[config.mk]
export PLATFORM = sky130hd
export DESIGN_NAME = dist_packet_reader
export DESIGN_NICKNAME = d
export VERILOG_FILES = /design/src/rtl/dist_packet_reader.sv
export SDC_FILE = /design/constraint.sdc
export NUM_CORES = 1
export LEC_CHECK = 0
export ABC_AREA = 1
export CAP_MARGIN = 20
export CORE_MARGIN = 2
export CORE_UTILIZATION = 50
export DETAILED_ROUTE_END_ITERATION = 7
export PLACE_DENSITY = 0.82
export SLEW_MARGIN = 20
export SYNTH_ARGS = -nofsm -noshare
export SYNTH_HDL_FRONTEND = slang
export SYNTH_SLANG_ARGS = --single-unit
export TNS_END_PERCENT = 20
[constraint.sdc]
create_clock -name i_clk_50m -period 2.8 [get_ports i_clk_50m]
set_input_delay 0.42 -clock i_clk_50m [delete_from_list [all_inputs] [get_ports i_clk_50m]]
set_output_delay 0.42 -clock i_clk_50m [all_outputs]
set_load 0.03 [all_outputs]
[src/rtl/dist_packet_reader.sv]
// dist_packet_reader: drains one completed bank of the ping-pong distance RAM
// and frames it as a byte stream (sync, header, payload, XOR checksum) for
// the socket TX path, using a valid/ready byte handshake.
module dist_packet_reader #(
    parameter logic [7:0] SYNC0      = 8'hA5,
    parameter logic [7:0] SYNC1      = 8'h5A,
    parameter int         MAX_POINTS = 128
) (
    input  logic        i_clk_50m,
    input  logic        i_rst_n,
    input  logic        i_tx_enable,
    input  logic        i_packet_make,
    input  logic        i_packet_pingpang,
    input  logic [15:0] i_scan_counter,
    input  logic [7:0]  i_telegram_no,
    input  logic [15:0] i_first_angle,
    input  logic [15:0] i_packet_points,
    output logic        o_ram_rden,
    output logic        o_ram_rdbank,
    output logic [9:0]  o_ram_rdaddr,
    input  logic [7:0]  i_ram_rddata,
    output logic        o_tx_valid,
    output logic [7:0]  o_tx_data,
    input  logic        i_tx_ready,
    output logic        o_busy,
    output logic        o_frame_done,
    output logic [1:0]  o_err
);

    localparam logic [15:0] MAX_PTS  = 16'(MAX_POINTS);
    localparam logic [3:0]  HDR_LAST = 4'd10;

    typedef enum logic [2:0] {IDLE, HDR, RD_REQ, RD_LAT, PAY, CKS} state_t;

    state_t      state, state_nxt;

    logic        pend_valid;
    logic        pend_bank;
    logic [15:0] pend_scan;
    logic [7:0]  pend_tel;
    logic [15:0] pend_first;
    logic [15:0] pend_points;

    logic        act_bank;
    logic [15:0] act_scan;
    logic [7:0]  act_tel;
    logic [15:0] act_first;
    logic [15:0] act_points;

    logic [3:0]  hdr_idx;
    logic [9:0]  pay_idx;
    logic [7:0]  pay_data;
    logic [7:0]  cks;
    logic        done_q;
    logic [1:0]  err_q;

    logic        xfer;
    logic        launch;
    logic        make_ok;
    logic        bad_count;
    logic [15:0] frame_len;
    logic [9:0]  pay_total;

    assign xfer      = o_tx_valid & i_tx_ready;
    assign launch    = (state == IDLE) && pend_valid;
    assign make_ok   = i_packet_make && i_tx_enable;
    assign bad_count = (i_packet_points == 16'd0) || (i_packet_points > MAX_PTS);
    assign frame_len = 16'd12 + {act_points[13:0], 2'b00};
    assign pay_total = {act_points[7:0], 2'b00};

    assign o_busy       = (state != IDLE);
    assign o_frame_done = done_q;
    assign o_err        = err_q;

    // State register; reset abandons any partial frame and drops valid at once.
    always_ff @(posedge i_clk_50m or negedge i_rst_n) begin
        if (!i_rst_n) state <= IDLE;
        else          state <= state_nxt;
    end

    // Next-state decode plus the byte presented on the TX port and the RAM strobe.
    always_comb begin
        state_nxt    = state;
        o_tx_valid   = 1'b0;
        o_tx_data    = 8'h00;
        o_ram_rden   = 1'b0;
        o_ram_rdbank = 1'b0;
        o_ram_rdaddr = 10'd0;
        case (state)
            IDLE: begin
                if (pend_valid) state_nxt = HDR;
            end
            HDR: begin
                o_tx_valid = 1'b1;
                case (hdr_idx)
                    4'd0:    o_tx_data = SYNC0;
                    4'd1:    o_tx_data = SYNC1;
                    4'd2:    o_tx_data = frame_len[15:8];
                    4'd3:    o_tx_data = frame_len[7:0];
                    4'd4:    o_tx_data = act_scan[15:8];
                    4'd5:    o_tx_data = act_scan[7:0];
                    4'd6:    o_tx_data = act_tel;
                    4'd7:    o_tx_data = act_first[15:8];
                    4'd8:    o_tx_data = act_first[7:0];
                    4'd9:    o_tx_data = act_points[15:8];
                    default: o_tx_data = act_points[7:0];
                endcase
                if (xfer && hdr_idx == HDR_LAST) state_nxt = RD_REQ;
            end
            RD_REQ: begin
                o_ram_rden   = 1'b1;
                o_ram_rdbank = act_bank;
                o_ram_rdaddr = pay_idx;
                state_nxt    = RD_LAT;
            end
            RD_LAT: begin
                state_nxt = PAY;
            end
            PAY: begin
                o_tx_valid = 1'b1;
                o_tx_data  = pay_data;
                if (xfer) begin
                    if (pay_idx + 10'd1 == pay_total) state_nxt = CKS;
                    else                              state_nxt = RD_REQ;
                end
            end
            CKS: begin
                o_tx_valid = 1'b1;
                o_tx_data  = cks;
                if (xfer) state_nxt = IDLE;
            end
            default: state_nxt = IDLE;
        endcase
    end

    // One-deep pending slot for make requests plus the sticky error flags.
    always_ff @(posedge i_clk_50m or negedge i_rst_n) begin
        if (!i_rst_n) begin
            pend_valid  <= 1'b0;
            pend_bank   <= 1'b0;
            pend_scan   <= 16'd0;
            pend_tel    <= 8'd0;
            pend_first  <= 16'd0;
            pend_points <= 16'd0;
            err_q       <= 2'b00;
        end else begin
            if (launch) pend_valid <= 1'b0;
            if (make_ok) begin
                if (bad_count) begin
                    err_q[1] <= 1'b1;
                end else if (pend_valid && !launch) begin
                    err_q[0] <= 1'b1;
                end else begin
                    pend_valid  <= 1'b1;
                    pend_bank   <= ~i_packet_pingpang;
                    pend_scan   <= i_scan_counter;
                    pend_tel    <= i_telegram_no;
                    pend_first  <= i_first_angle;
                    pend_points <= i_packet_points;
                end
            end
        end
    end

    // Frame datapath: active header, byte indices, payload byte and running checksum.
    always_ff @(posedge i_clk_50m or negedge i_rst_n) begin
        if (!i_rst_n) begin
            act_bank   <= 1'b0;
            act_scan   <= 16'd0;
            act_tel    <= 8'd0;
            act_first  <= 16'd0;
            act_points <= 16'd0;
            hdr_idx    <= 4'd0;
            pay_idx    <= 10'd0;
            pay_data   <= 8'h00;
            cks        <= 8'h00;
            done_q     <= 1'b0;
        end else begin
            done_q <= (state == CKS) && xfer;
            if (launch) begin
                act_bank   <= pend_bank;
                act_scan   <= pend_scan;
                act_tel    <= pend_tel;
                act_first  <= pend_first;
                act_points <= pend_points;
                hdr_idx    <= 4'd0;
                pay_idx    <= 10'd0;
                cks        <= 8'h00;
            end
            if (state == HDR && xfer) begin
                hdr_idx <= hdr_idx + 4'd1;
                if (hdr_idx >= 4'd2) cks <= cks ^ o_tx_data;
            end
            if (state == RD_LAT) pay_data <= i_ram_rddata;
            if (state == PAY && xfer) begin
                pay_idx <= pay_idx + 10'd1;
                cks     <= cks ^ o_tx_data;
            end
        end
    end

endmodule
==> flow_summary.ini, run 1 <==
[status]
status = finished clean

[floorplan]
coreArea_um2 = 14500
die_w_um = 126
die_y_um = 126
start_util_pct = 51.1
fp.dieArea_um2 = 15800
rows = 44
ioPinCount = 95

[synth]
synth_top_area_share_pct = 50.9
syn_inst = 980
synth_compound_area_share_pct = 11.4
synth-simple-area-share_pct = 27.1
ys_ff_latch = 151
synth.area.mux_share_pct = 0.606
ys_async_sr_fraction_pct = 100
synth_xor_area_share_pct = 0.118
synthesis.nets = 1056
post-synth-top-area-cell = dfrtp_1
syn_area_um2 = 7430
synth-adder-area-share_pct = 1.01
ys_types = 32
ys_warn_count = 0
yosysSeqAreaShare_pct = 50.9
synthFlopType = dfrtp_1
synthTopCellsByArea = dfrtp_1 51%, nand2_1 15%, inv_1 6.7%, nor2_1 6.0%, o21ai_0 5.3%
synth_top_family_by_area = simple AND/OR/NAND/NOR gates
syn_area_per_cell_um2 = 7.58
synth_edf_count = 0

[timing]
fin_crit_ns = 2.75
drv_slew = 0
max-slew-margin-rel_pct = 67.8
clock-skew-final_ns = 0.00754
max_freq_mhz = 364
timing.final.ws_setup_ns = 0.0543
tightest_slew_ns = 0.483
rsz0062_at_grt = true
fin_crit_sh_pct = 98.1
hold_slack_ns = 0.466
final-hold-violation-count = 0
setup_violations = 0

[detailed_routing]
via_per_inst = 5.12
ant_nets = 0
drtPass1Iterations = 5
routedWlPerCell_um = 13.9
drc = 0
drt_iter0_drc = 441
routed_wl_mm = 17.8
vias = 6556

[critical_path]
endpoint_kind = primary output
crit_path_max_fanout = 6
crit_type = register to primary output
slowest_delay_ns = 0.41
cpLargestDelayFamily = simple AND/OR/NAND/NOR gates
cp_slowest_cell = dfrtp_1
worstPathArrival_ns = 2.33
required_ns = 2.38
crit_path_cell_trace = buf_4 > ha_4 > inv_4 > nor2_1 > buf_4 > nand2_1 > o21ai_0 > nor3_1 > nand3_1 > nand2_1 > nand2_1 > buf_2
path_buf_inv = 4
critPathMostFrequentCell = nand2_1
startpoint_type = register

[global_routing]
grt_pass1_wl_mm = 30.0
grt_antenna_before_repair = 0
grt_max_degree = 107
grt_overflow = 0
grt_usage_pct = 23.4
grt_pass1_vias = 6155

[cts]
clockRootBuffer = clkbuf_16
clkLatencyLatePin_ns = 0.42
clk_path_buf_depth = 2
cts_tree = done
htree_levels = 4
cts_sinks = 151
clk_pin_slew_worst_paths_ns = 0.07
cts_made_buffers = 17

[min_path]
hp-class = register to register

[cells_and_area]
stdcell_count = 1280
multi_input_area_um2 = 3060
fillerInstances = 1240
n_antenna_cell = 0
finish.utilization_pct = 64.1
area_growth_pct = 25.4
drive_above_1_share_pct = 8.76
final_cell_area_um2 = 9320
nNetsFinal = 1159
seq_area_um2 = 3780

[power_and_ir_drop]
powerDensity_nw_per_um2 = 824
leakage_uw = 0.00507
peakVddDrop_uv = 525

[placed_design]
io_buffers = 94
gp_congestion = 0.945
place_ws_ns = 0.0542
dpl.hpwl_mm = 12.6
dpl-instance-area_um2 = 8640
dp.cells = 1243

[job]
cap_violations = 0
==> cell usage in the layout, fill, tap and decap left out, drive strengths merged <==
master           n
nor4             2
a22oi            1
nor3            13
clkinv           3
o32ai            1
clkdlybuf4s50   74
dlygate4sd3      1
clkbuf          20
bufinv           2
clkinvlp         3
o22ai            8
mux2             4
o21ai           80
clkdlybuf4s15    2
nand4            8
buf             27
o21bai           6
dfrtp          151
a31oi            1
ha               6
dlymetal6s2s     8
nand3           48
dlygate4sd2      3
a21oi           60
inv            143
o211ai           2
nor2           124
nand3b           3
nand2          291
xor2             1
==> flip-flops by register name, summed over array words and instances, names as in the netlist, 2 cells and up <==
signal and cells:
act_first 16, act_points 16, act_scan 16, act_tel 8, cks 8, hdr_idx 4
o_err 2, pay_data 8, pay_idx 10, pend_first 16, pend_points 16, pend_scan 16
pend_tel 8, state 3
==> path summary, 6_finish.rpt <==
| kind | start | endpoint | slack (ns) | depth (start not counted) |
|---|---|---|---|---|
| min in group asynchronous | i_rst_n | pay_idx[0] | 0.51 | 2 |
| max reg2reg | hdr_idx[0] | cks[2] | 0.78 | 15 |
| min | pend_points[11] | pend_points[11] | 0.47 | 2 |
| max in group asynchronous | i_rst_n | act_scan[2] | 1.52 | 3 |
| max | hdr_idx[0] | o_tx_data[2] | 0.05 | 12 |
| min reg2reg | pend_points[11] | pend_points[11] | 0.47 | 2 |
==> worst register-to-register path: stages (launching register included) <==
cell and delay, ns:
dfrtp_1 0.41, buf_4 0.16, ha_4 0.17, inv_4 0.08, nor2_1 0.05, buf_4 0.15
nand2_1 0.07, o21ai_0 0.09, nor3_1 0.20, nand3_1 0.14, nand2_1 0.11, nand2_1 0.09
nand2_1 0.06, nand2_1 0.05, nand2_1 0.05, inv_1 0.04
==> cell type report <==
| cell class | instances | area share, % |
|---|---|---|
| Clock inverter | 12 | 1.53 |
| Timing Repair Buffer | 115 | 12.2 |
| Sequential cell | 151 | 40.6 |
| Tap cell | 184 | 2.47 |
| Clock buffer | 20 | 4.69 |
| Multi-Input combinational cell | 659 | 32.9 |
| Inverter | 139 | 5.63 |
==> stage by stage <==
step | setup TNS, ns | power [µW]
after detailed placement | 0 | 5320
final | 0 | 7680
after global placement | 0 | 5270
after global routing | -0.460 | 8180
after floorplan | 0 | 4390
after CTS | -0.00702 | 7580
==> cells in the mapped netlist (2+ instances only) <==
library cell,number
inv_2,6
nand2_1,287
inv_1,133
dfrtp_1,151
o22ai_1,8
nor2_2,5
nor4_1,2
a21oi_1,60
clkbuf_1,17
nand4_1,8
o211ai_1,2
nand3b_1,3
nand3_1,47
mux2_2,4
buf_2,12
o21bai_1,6
nor2_1,118
ha_1,6
nor3_1,10
nand2_2,4
nor3_2,2
o21ai_0,79
==> routing by layer <==
metal	routed length, µm	global-route usage, %	vias up
met5	0	0	-
met4	324	7.11	0
met3	900	5.35	29
met2	8620	38.6	188
met1	7930	31.3	3058
li1	-	-	3281
==> power breakdown <==
group	leakage, µW	internal (µW)	switching (µW)
clock network	0.000274	1330	926
registers	0.00156	2460	255
logic	0.00324	962	1750
total	0.00507	4750	2930
==> kinds of logic (layout without fill, tap and decap cells) <==
group,after synthesis,in the layout
XOR/XNOR,1,1
AO/OA/AOI/OAI,159,159
adder cells (fa/ha/maj),6,6
flip-flops,151,151
buffers and inverters,170,286
AND/OR/NAND/NOR,489,489
multiplexers,4,4
==> what timing repair did <==
action / in CTS / in global routing
setup endpoints to repair: 11 / 16
setup buffers: 1 / 3
pin swaps: 0 / 8
endpoints found under the hold margin: 47 / 0
hold buffers: 1 / 0
gates resized for setup: 37 / 37
Power figures use the tool's default switching activity.
==> run 2: changes to the inputs <==
--- a/config.mk
+++ b/config.mk
@@ -10,6 +10,7 @@
 export CORE_MARGIN = 2
 export CORE_UTILIZATION = 50
 export DETAILED_ROUTE_END_ITERATION = 7
+export GPL_ROUTABILITY_DRIVEN = 0
 export PLACE_DENSITY = 0.82
 export SLEW_MARGIN = 20
 export SYNTH_ARGS = -nofsm -noshare
==> run 2 against run 1 <==
Net effect: register-to-register slack got worse by 0.02 ns; global-route usage about the same; routed wire length barely moved; count of clock-buffer cells in the layout is the same; design area up 0.55%; die area stayed put; largest power group unchanged; highest routed layer unchanged.
==> flow_summary.ini, run 2 (synthesized netlist as in run 1, its figures left out) <==
[detailed_routing]
routedWlPerCell_um = 13.9
via_per_inst = 5.15
routed_wl_mm = 17.8
drtPass1Iterations = 6
drc = 0
drt_iter0_drc = 617
vias = 6572
ant_nets = 0

[cts]
htree_levels = 4
cts_sinks = 151
clk_pin_slew_worst_paths_ns = 0.06
cts_made_buffers = 17
clkLatencyLatePin_ns = 0.42
clockRootBuffer = clkbuf_16
clk_path_buf_depth = 2
cts_tree = done

[cells_and_area]
finish.utilization_pct = 64.4
drive_above_1_share_pct = 8.97
n_antenna_cell = 0
layout_common_cells = 285 x nand2_1, 149 x dfrtp_1, 129 x inv_1
final_common_cell = nand2_1
area_growth_pct = 26.1
final_cell_area_um2 = 9370
nNetsFinal = 1157

[min_path]
hp-class = register to register
hold_depth = 2

[floorplan]
start_util_pct = 51.1
ioPinCount = 95
rows = 44
coreArea_um2 = 14500
fp.dieArea_um2 = 15800
die_y_um = 126
die_w_um = 126

[status]
status = finished clean

[critical_path]
reg2reg_depth = 16
required_ns = 2.38
crit_type = register to primary output
worstPathArrival_ns = 2.34
startpoint_type = register
endpoint_kind = primary output
crit_path_max_fanout = 8

[power_and_ir_drop]
power_frac_seq_pct = 35.0
peakVddDrop_uv = 614
p_comb_share_pct = 34.9
p_sw_share_pct = 37.4
powerDensity_nw_per_um2 = 829
leakage_uw = 0.00508
p_int_uw = 4860
p_total_uw = 7770
p_sw_uw = 2910
clkPwrFrac_pct = 30.1

[global_routing]
grt_max_degree = 107
grt_pass1_wl_mm = 30.1
grt_antenna_before_repair = 0
grt_overflow = 0
grt_pass1_vias = 6356
grt_usage_pct = 23.4

[timing]
fin_crit_sh_pct = 98.5
max-slew-margin-rel_pct = 67.9
final-hold-violation-count = 0
setup_violations = 0
clock-skew-final_ns = 0.00691
tightest_slew_ns = 0.477
fin_crit_ns = 2.76
drv_slew = 0
max_freq_mhz = 363
rsz0062_at_grt = true
setup_tns_ns = 0

[placed_design]
dpl-instance-area_um2 = 8650
dpl.hpwl_mm = 12.3
io_buffers = 94

[job]
cap_violations = 0
## run 2: cell type report
type | count | area [µm²]
clock buffer | 20 | 457
clock inverter | 10 | 145
fill | 1250 | 5170
inverter | 139 | 524
multi-input combinational | 659 | 3080
sequential | 151 | 3780
tap | 184 | 230
timing repair buffer | 113 | 1140
## run 2: power groups by stage
stage	registers (µW)	logic, µW	clock network (µW)
after floorplan	2660	1720	0
after global placement	2720	2510	0
after detailed placement	2740	2550	0
after CTS	2700	2570	2360
after global routing	2750	3030	2470
final	2720	2710	2340
## run 2: timing repair
action,4_1_cts,5_1_grt
pin swaps,0,3
hold buffers,1,0
setup endpoints to repair,11,16
setup buffers,0,4
hold endpoints to repair,46,0
gates resized for setup,35,37
## run 2: routing by layer
layer / part of all wire, % / global-route usage (%) / vias up / wire, µm
met2: 48 / 38.3 / 245 / 8540
li1: - / - / 3282 / -
met4: 2.4 / 7.82 / 0 / 427
met5: 0 / 0 / - / 0
met1: 43 / 30.6 / 3004 / 7620
met3: 6.7 / 6.20 / 41 / 1190
## run 2: metrics by stage
| stage | instances | hold WS [ns] | setup WS [ns] |
|---|---|---|---|
| floorplan | 980 | 0.124 | 0.436 |
| finish | 1276 | 0.467 | 0.0426 |
| detailed placement | 1241 | 0.385 | 0.0224 |
| CTS | 1272 | 0.468 | -0.0115 |
| global placement | 1241 | 0.381 | 0.0874 |
| global route | 1276 | 0.491 | -0.117 |
## run 2: worst paths after layout
check | slack (ns) | endpoint | from
worst max-delay path | 0.04 | o_tx_data[5] | hdr_idx[0]
worst min-delay path | 0.47 | pend_points[15] | pend_points[15]
worst max register to register | 0.76 | cks[0] | hdr_idx[0]
worst min register to register | 0.47 | pend_points[15] | pend_points[15]
max in group asynchronous | 1.65 | pend_scan[4] | i_rst_n
min in group asynchronous | 0.51 | pay_idx[1] | i_rst_n
## run 2: worst max-delay path, cell delays in order, from the launching register on
cell	delay, ns
dfrtp_2	0.46
ha_1	0.26
nand2_1	0.16
nor2_4	0.08
nand2_1	0.11
nand4_1	0.13
nor2_1	0.18
nand3_1	0.10
nand2_1	0.08
nand2_2	0.07
clkdlybuf4s15_2	0.28
